--- src/rtl/serial_subtractor.sv ---
// Purpose : bit-serial subtractor computing a - b - bin, one bit per clock, LSB first.
// Latency : start accepted at edge k -> done pulse after edge k+WIDTH; a new start may be taken in the done cycle.
// Backpres: start is honoured only when not busy (IDLE or DONE); start during RUN is dropped.
//
// Ports:
//   clk    in   single clock, rising edge
//   rst_n  in   asynchronous active-low reset
//   start  in   begin a subtraction (accepted in IDLE or DONE)
//   a      in   [WIDTH] minuend, captured on accepted start
//   b      in   [WIDTH] subtrahend, captured on accepted start
//   bin    in   borrow-in, captured on accepted start
//   busy   out  high while bits are being processed
//   done   out  one-cycle pulse, diff/bout/ovf hold a new result
//   diff   out  [WIDTH] (a - b - bin) mod 2^WIDTH
//   bout   out  unsigned borrow-out
//   ovf    out  two's-complement overflow
//
// WIDTH legal range is 2..16.

module serial_subtractor #(
  parameter int WIDTH = 4
) (
  input  logic             clk,
  input  logic             rst_n,
  input  logic             start,
  input  logic [WIDTH-1:0] a,
  input  logic [WIDTH-1:0] b,
  input  logic             bin,
  output logic             busy,
  output logic             done,
  output logic [WIDTH-1:0] diff,
  output logic             bout,
  output logic             ovf
);

  // Counter must hold the value WIDTH so it never wraps while running.
  localparam int CW = $clog2(WIDTH + 1);
  localparam logic [CW-1:0] LAST_BIT = CW'(WIDTH - 1);

  localparam logic [1:0] IDLE = 2'd0;
  localparam logic [1:0] RUN  = 2'd1;
  localparam logic [1:0] DONE = 2'd2;

  logic [1:0]       state_q, state_d;
  logic [WIDTH-1:0] a_q, a_d;       // minuend, shifted right each bit
  logic [WIDTH-1:0] b_q, b_d;       // subtrahend, shifted right each bit
  logic [WIDTH-1:0] acc_q, acc_d;   // partial difference, filled from the MSB end
  logic             br_q, br_d;     // running borrow
  logic [CW-1:0]    cnt_q, cnt_d;   // bits processed so far
  logic [WIDTH-1:0] diff_q, diff_d;
  logic             bout_q, bout_d;
  logic             ovf_q, ovf_d;

  // Current bit slice of the subtraction.
  logic bit_a, bit_b, bit_d, br_next;
  logic accept;

  assign bit_a   = a_q[0];
  assign bit_b   = b_q[0];
  assign bit_d   = bit_a ^ bit_b ^ br_q;
  assign br_next = (~bit_a & bit_b) | (~(bit_a ^ bit_b) & br_q);

  // A new operation may start from IDLE or directly out of DONE.
  assign accept = start && ((state_q == IDLE) || (state_q == DONE));

  always_comb begin
    state_d = state_q;
    a_d     = a_q;
    b_d     = b_q;
    acc_d   = acc_q;
    br_d    = br_q;
    cnt_d   = cnt_q;
    diff_d  = diff_q;
    bout_d  = bout_q;
    ovf_d   = ovf_q;

    case (state_q)
      IDLE, DONE: begin
        if (accept) begin
          a_d     = a;
          b_d     = b;
          br_d    = bin;
          acc_d   = '0;
          cnt_d   = '0;
          state_d = RUN;
        end else begin
          state_d = IDLE;
        end
      end

      RUN: begin
        a_d   = {1'b0, a_q[WIDTH-1:1]};
        b_d   = {1'b0, b_q[WIDTH-1:1]};
        acc_d = {bit_d, acc_q[WIDTH-1:1]};
        br_d  = br_next;
        cnt_d = cnt_q + 1'b1;
        if (cnt_q == LAST_BIT) begin
          // On the MSB, br_q is the borrow into the MSB and br_next the
          // borrow out of it; their XOR is the signed overflow.
          diff_d  = {bit_d, acc_q[WIDTH-1:1]};
          bout_d  = br_next;
          ovf_d   = br_q ^ br_next;
          state_d = DONE;
        end
      end

      default: begin
        state_d = IDLE;
      end
    endcase
  end

  always_ff @(posedge clk or negedge rst_n) begin
    if (!rst_n) begin
      state_q <= IDLE;
      a_q     <= '0;
      b_q     <= '0;
      acc_q   <= '0;
      br_q    <= 1'b0;
      cnt_q   <= '0;
      diff_q  <= '0;
      bout_q  <= 1'b0;
      ovf_q   <= 1'b0;
    end else begin
      state_q <= state_d;
      a_q     <= a_d;
      b_q     <= b_d;
      acc_q   <= acc_d;
      br_q    <= br_d;
      cnt_q   <= cnt_d;
      diff_q  <= diff_d;
      bout_q  <= bout_d;
      ovf_q   <= ovf_d;
    end
  end

  // Status decoded straight from state so reset clears them without waiting for a clock.
  assign busy = (state_q == RUN);
  assign done = (state_q == DONE);
  assign diff = diff_q;
  assign bout = bout_q;
  assign ovf  = ovf_q;

  // busy and done are mutually exclusive by construction of the state decode.
  a_busy_done_excl : assert property (@(posedge clk) disable iff (!rst_n) !(busy && done));

  // The counter never passes WIDTH while running.
  a_cnt_bound : assert property (@(posedge clk) disable iff (!rst_n)
                                 (state_q == RUN) |-> (cnt_q <= LAST_BIT));

endmodule

--- config.mk ---
export PLATFORM = sky130hd
export DESIGN_NAME = serial_subtractor
export DESIGN_NICKNAME = d
export VERILOG_FILES = /design/src/rtl/serial_subtractor.sv
export SDC_FILE = /design/constraint.sdc
export NUM_CORES = 1
export LEC_CHECK = 0
export CORE_MARGIN = 1
export CORE_UTILIZATION = 54
export CTS_CLUSTER_SIZE = 10
export DETAILED_ROUTE_END_ITERATION = 8
export GPL_TIMING_DRIVEN = 1
export PLACE_DENSITY_LB_ADDON = 0.2
export SLEW_MARGIN = 25
export SYNTH_ARGS = -nofsm -noshare
export SYNTH_HDL_FRONTEND = slang
export SYNTH_SLANG_ARGS = --single-unit
--- constraint.sdc ---
create_clock -name clk -period 3.6 [get_ports clk]
set_clock_uncertainty 0.05 [all_clocks]
set_input_delay 0.72 -clock clk [delete_from_list [all_inputs] [get_ports clk]]
set_output_delay 0.72 -clock clk [all_outputs]
set_load 0.1 [all_outputs]
# [After elaboration in Yosys (flattened, before gate mapping)]
# Index checks and enable logic that the tools add are counted.
[word_totals] ff_bits=24 latchBits=0 ramBits=0 romBits=0 inputBits=12 out_inout_bits=8 word_cells=43 n_memories=0
[classes] n_addsub=1 n_mul=0 div_mod_pow=0 magnitude_cmp=0 n_eq_ne=5 n_shift=0 muxes=13 n_bitwise=8 n_reduce_logical=7
[ops] cell="$pmux W4 S2" count=3
[ops] cell="$mux W4" count=3
[ops] cell="$pmux W3 S2" count=1
[ops] cell="$pmux W2 S2" count=1
[ops] cell="$reduce_and A2 Y1" count=2
[ops] cell="$add A3 B1 Y3 const B" count=1
[ops] cell="$eq A3 B2 Y1 const B" count=1
[ops] cell="$mux W3" count=1
[ops] cell="$xor A1 B1 Y1" count=3
[ops] cell="$and A1 B1 Y1" count=2
[ops] cell="$eq A2 B1 Y1 const B" count=1
[ops] cell="$eq A2 B2 Y1 const B" count=1
[ops] cell="$logic_not A2 Y1" count=1
[ops] cell="$mux W1" count=2
[ops] cell="$mux W2" count=1
[ops] cell="$ne A2 B1 Y1 const B" count=1
[ops] cell="$ne A2 B2 Y1 const B" count=1
[ops] cell="$not A1 Y1" count=2
[ops] cell="$pmux W1 S2" count=1
[ops] cell="$reduce_bool A2 Y1" count=1
[ops] cell="$reduce_or A2 Y1" count=1
[ops] cell="$logic_and A1 B1 Y1" count=1
[ops] cell="$logic_or A1 B1 Y1" count=1
[ops] cell="$or A1 B1 Y1" count=1

# [Depth between registers and ports, before layout]
[logic_depth] ltp_word=5 depth_mapped=5 depth_no_buf=5

# [Worst setup path after synthesis]
# Ideal clock, no wire load.
[synth_path] path_type="reg2out" start="register state_q[1]" end="output port done" t_arrival_ns=1.878 required_time_ns=2.830 slack_ns=0.952 stages_incl_launch_ff=3 path_buffers=1 path_cell_list="dfrtp_1 -> buf_6 -> nor2b_1"
[synth_between] elab_chain_len=1
[synth_rtl] item="from (decl)" line_no="44" text="logic [1:0] state_q, state_d;"
[synth_rtl] item="from (signal assigned)" line_no="125" text="state_q <= state_d;"
[synth_rtl] item="$eq A2 B2 Y1" line_no="139" text="assign done = (state_q == DONE);"
[synth_rtl] item="to (decl)" line_no="30" text="output logic done,"
# No other way between the ends.

# [Final worst setup path]
[layout_path] start="register state_q[0]" end="output port busy"
[layout_between] elab_chain_len=1
[layout_rtl] item="$eq A2 B1 Y1" line_no="138" text="assign busy = (state_q == RUN);"
[layout_rtl] item="to (decl)" line_no="29" text="output logic busy,"
# No other way between the ends.

==> flow_metrics.py <==
metrics = {
    "run_status": {
        "status": "finished clean",
    },
    "worst_setup_path": {
        "cp_max_fo": 19,
        "critPathArrivalTime_ns": 1.82,
        "rrSetupSlack_ns": 2.01,
        "critPathLaunchType": "register",
        "critPathMaxStageDelay_ns": 0.73,
        "endpoint_kind": "output pin",
        "path_cells": "nand2b_1, inv_1, buf_4",
        "crit_required_ns": 2.83,
        "crit_slowest_cell": "dfrtp_1",
        "path_class": "reg2out",
    },
    "die": {
        "fp.dieH_um": 47.2,
        "core_um2": 1820,
        "io_pins": 20,
        "start_util_pct": 60.6,
        "dieArea_um2": 2230,
        "die_x_um": 47.2,
        "num_rows": 15,
    },
    "yosys": {
        "synth-seq-cells": 23,
        "yosys.area.top_type": "dfrtp_1",
        "synth_edf_count": 0,
        "synth_ff_type": "dfrtp_1",
        "synth_most_common_cell": "dfrtp_1",
        "synth_area_per_cell_um2": 11.5,
        "synthTopCellsByCount": "23 x dfrtp_1, 9 x inv_1, 8 x a21oi_1, 7 x mux2_2, 6 x o21ai_0",
        "synth.top_cell.area_share_pct": 52.2,
        "synth_area_um2": 1100,
        "ys_types": 23,
        "synthArstFlopShare_pct": 100,
        "synth_cells": 96,
        "ys_warn_count": 0,
        "synthTopCellsByArea": "dfrtp_1 52%, mux2_2 7.1%, mux2i_1 4.5%, a22o_1 4.0%, a21oi_1 3.6%",
        "syn_nets": 111,
        "ys_seq_area_share_pct": 52.2,
    },
    "routing": {
        "vias": 759,
        "drt-total-wl_um": 1800,
        "via_per_inst": 5.50,
        "routedWlPerCell_um": 13.1,
        "drt_iter0_drc": 7,
        "antenna_left": 0,
        "drc_errors": 0,
        "first_pass_iters": 4,
    },
    "sta": {
        "clock.fmax_mhz": 386,
        "final.setup.tns_ns": 0,
        "post-route-min-period_ns": 2.59,
        "setup_viol": 0,
        "finalCritPeriodShare_pct": 71.9,
        "slew_headroom_pct": 35.8,
        "rsz0062_at_grt": "false",
        "hold_viol_final": 0,
        "worstMarginPinSlew_ns": 0.961,
        "hold-worst-slack_ns": 0.306,
        "slew_viol_final": 0,
    },
    "cts": {
        "clkSinkCount": 23,
        "clk_latency_ns": 0.31,
        "htree_num_levels": 1,
        "cts_setup_buffers": 0,
        "tritoncts": "yes",
        "clkTransAtPathRegs_ns": 0.12,
        "clockBufferDepth": 2,
        "hold_buffers": 0,
        "root_buffer": "clkbuf_4",
        "cts_made_buffers": 3,
        "cts_resized": 0,
    },
    "grt": {
        "grt_pass1_vias": 679,
        "grt_max_degree": 24,
        "grt-ovfl-total": 0,
        "antenna_found_initial": 0,
        "grt_pass1_wl_um": 2900,
        "grt_usage_pct": 19.0,
    },
    "cells_and_area": {
        "nets": 129,
        "diodes": 0,
        "final_core_util_pct": 71.1,
        "post-route-cell-area_um2": 1290,
        "drive_above_1_share_pct": 15.0,
        "area_delta_synth_final_pct": 17.3,
    },
    "placed_design": {
        "place_congestion": 0.727,
        "dpl.hpwl_um": 1340,
        "port_buffers": 19,
        "place_area_um2": 1270,
    },
    "hold_path": {
        "min_path_type": "in2async",
    },
    "flow_run": {
        "max-cap-violations": 0,
    },
}
worst paths after layout:
kind / cells after the start / start / to
min reg2reg: 2 / ovf$_DFFE_PN0P_ / ovf$_DFFE_PN0P_
max: 3 / state_q[0]$_DFFE_PN0P_ / busy
max reg2reg: 3 / state_q[0]$_DFFE_PN0P_ / acc_q[2]$_DFFE_PN0P_
max in group asynchronous: 1 / rst_n / cnt_q[0]$_DFFE_PN0P_
min in group clk: 2 / ovf$_DFFE_PN0P_ / ovf$_DFFE_PN0P_
min: 1 / rst_n / state_q[1]$_DFFE_PN0P_
through the flow:
step,std cells,setup slack (ns)
after global routing,138,0.873
after CTS,138,1.01
after global placement,134,1.39
after floorplan,96,0.952
final,138,1.01
after detailed placement,134,1.37
logic make-up (layout without fill, tap and decap cells):
group	count (synthesis)	in the layout	share of synthesized area (%)
mux	12	12	11.7
simple gates	16	16	9.18
buf+inv	15	32	7.37
fa+ha+maj	3	3	4.08
xor+xnor	1	1	0.794
flops	23	23	52.2
compound gates	26	26	14.7
routing by layer:
| metal | wire [um] | track usage (%) | vias up |
|---|---|---|---|
| met5 | 0 | 0 | - |
| met3 | 73 | 4.62 | 4 |
| met2 | 886 | 34.2 | 22 |
| li1 | - | - | 369 |
| met4 | 14 | 5.14 | 0 |
| met1 | 828 | 22.5 | 364 |
state kept, by name, summed over array words and instances (netlist names):
name / count
diff: 4
b_q: 4
cnt_q: 3
state_q: 2
ovf: 1
bout: 1
a_q: 4
acc_q: 3
br_q: 1
cell type report:
cell class / instances / area (um2)
Clock buffer: 3 / 22.5
Multi-Input combinational cell: 58 / 447
Inverter: 9 / 33.8
Timing Repair Buffer: 19 / 180
Fill cell: 136 / 526
Sequential cell: 23 / 576
Tap cell: 25 / 31.3
Clock inverter: 1 / 5.00
worst max-delay path: cells and delay by family, from the launching register on:
kind                   cells  cell delay (ns)
AND/OR/NAND/NOR            1             0.31
buffers and inverters      2             0.47
flip-flops                 1             0.73
layout by cell type (no fill, tap or decap):
cell type and count:
a211oi_1 4, a21oi_1 8, a22o_1 5, and2_4 1, buf_2 1, buf_4 2
clkbuf_4 3, clkdlybuf4s50_1 16, clkinv_2 1, dfrtp_1 23, fa_1 1, ha_1 2
inv_1 9, mux2_2 7, mux2i_1 5, nand2_1 2, nand2b_1 1, nand2b_4 1
nand3_1 3, nand3b_2 1, nor2_1 2, nor2b_1 5, o21ai_0 6, o22ai_1 3
xor2_1 1
Power is not shown: default switching activity piles up to over one toggle a cycle in this logic, so the estimate is an artifact.
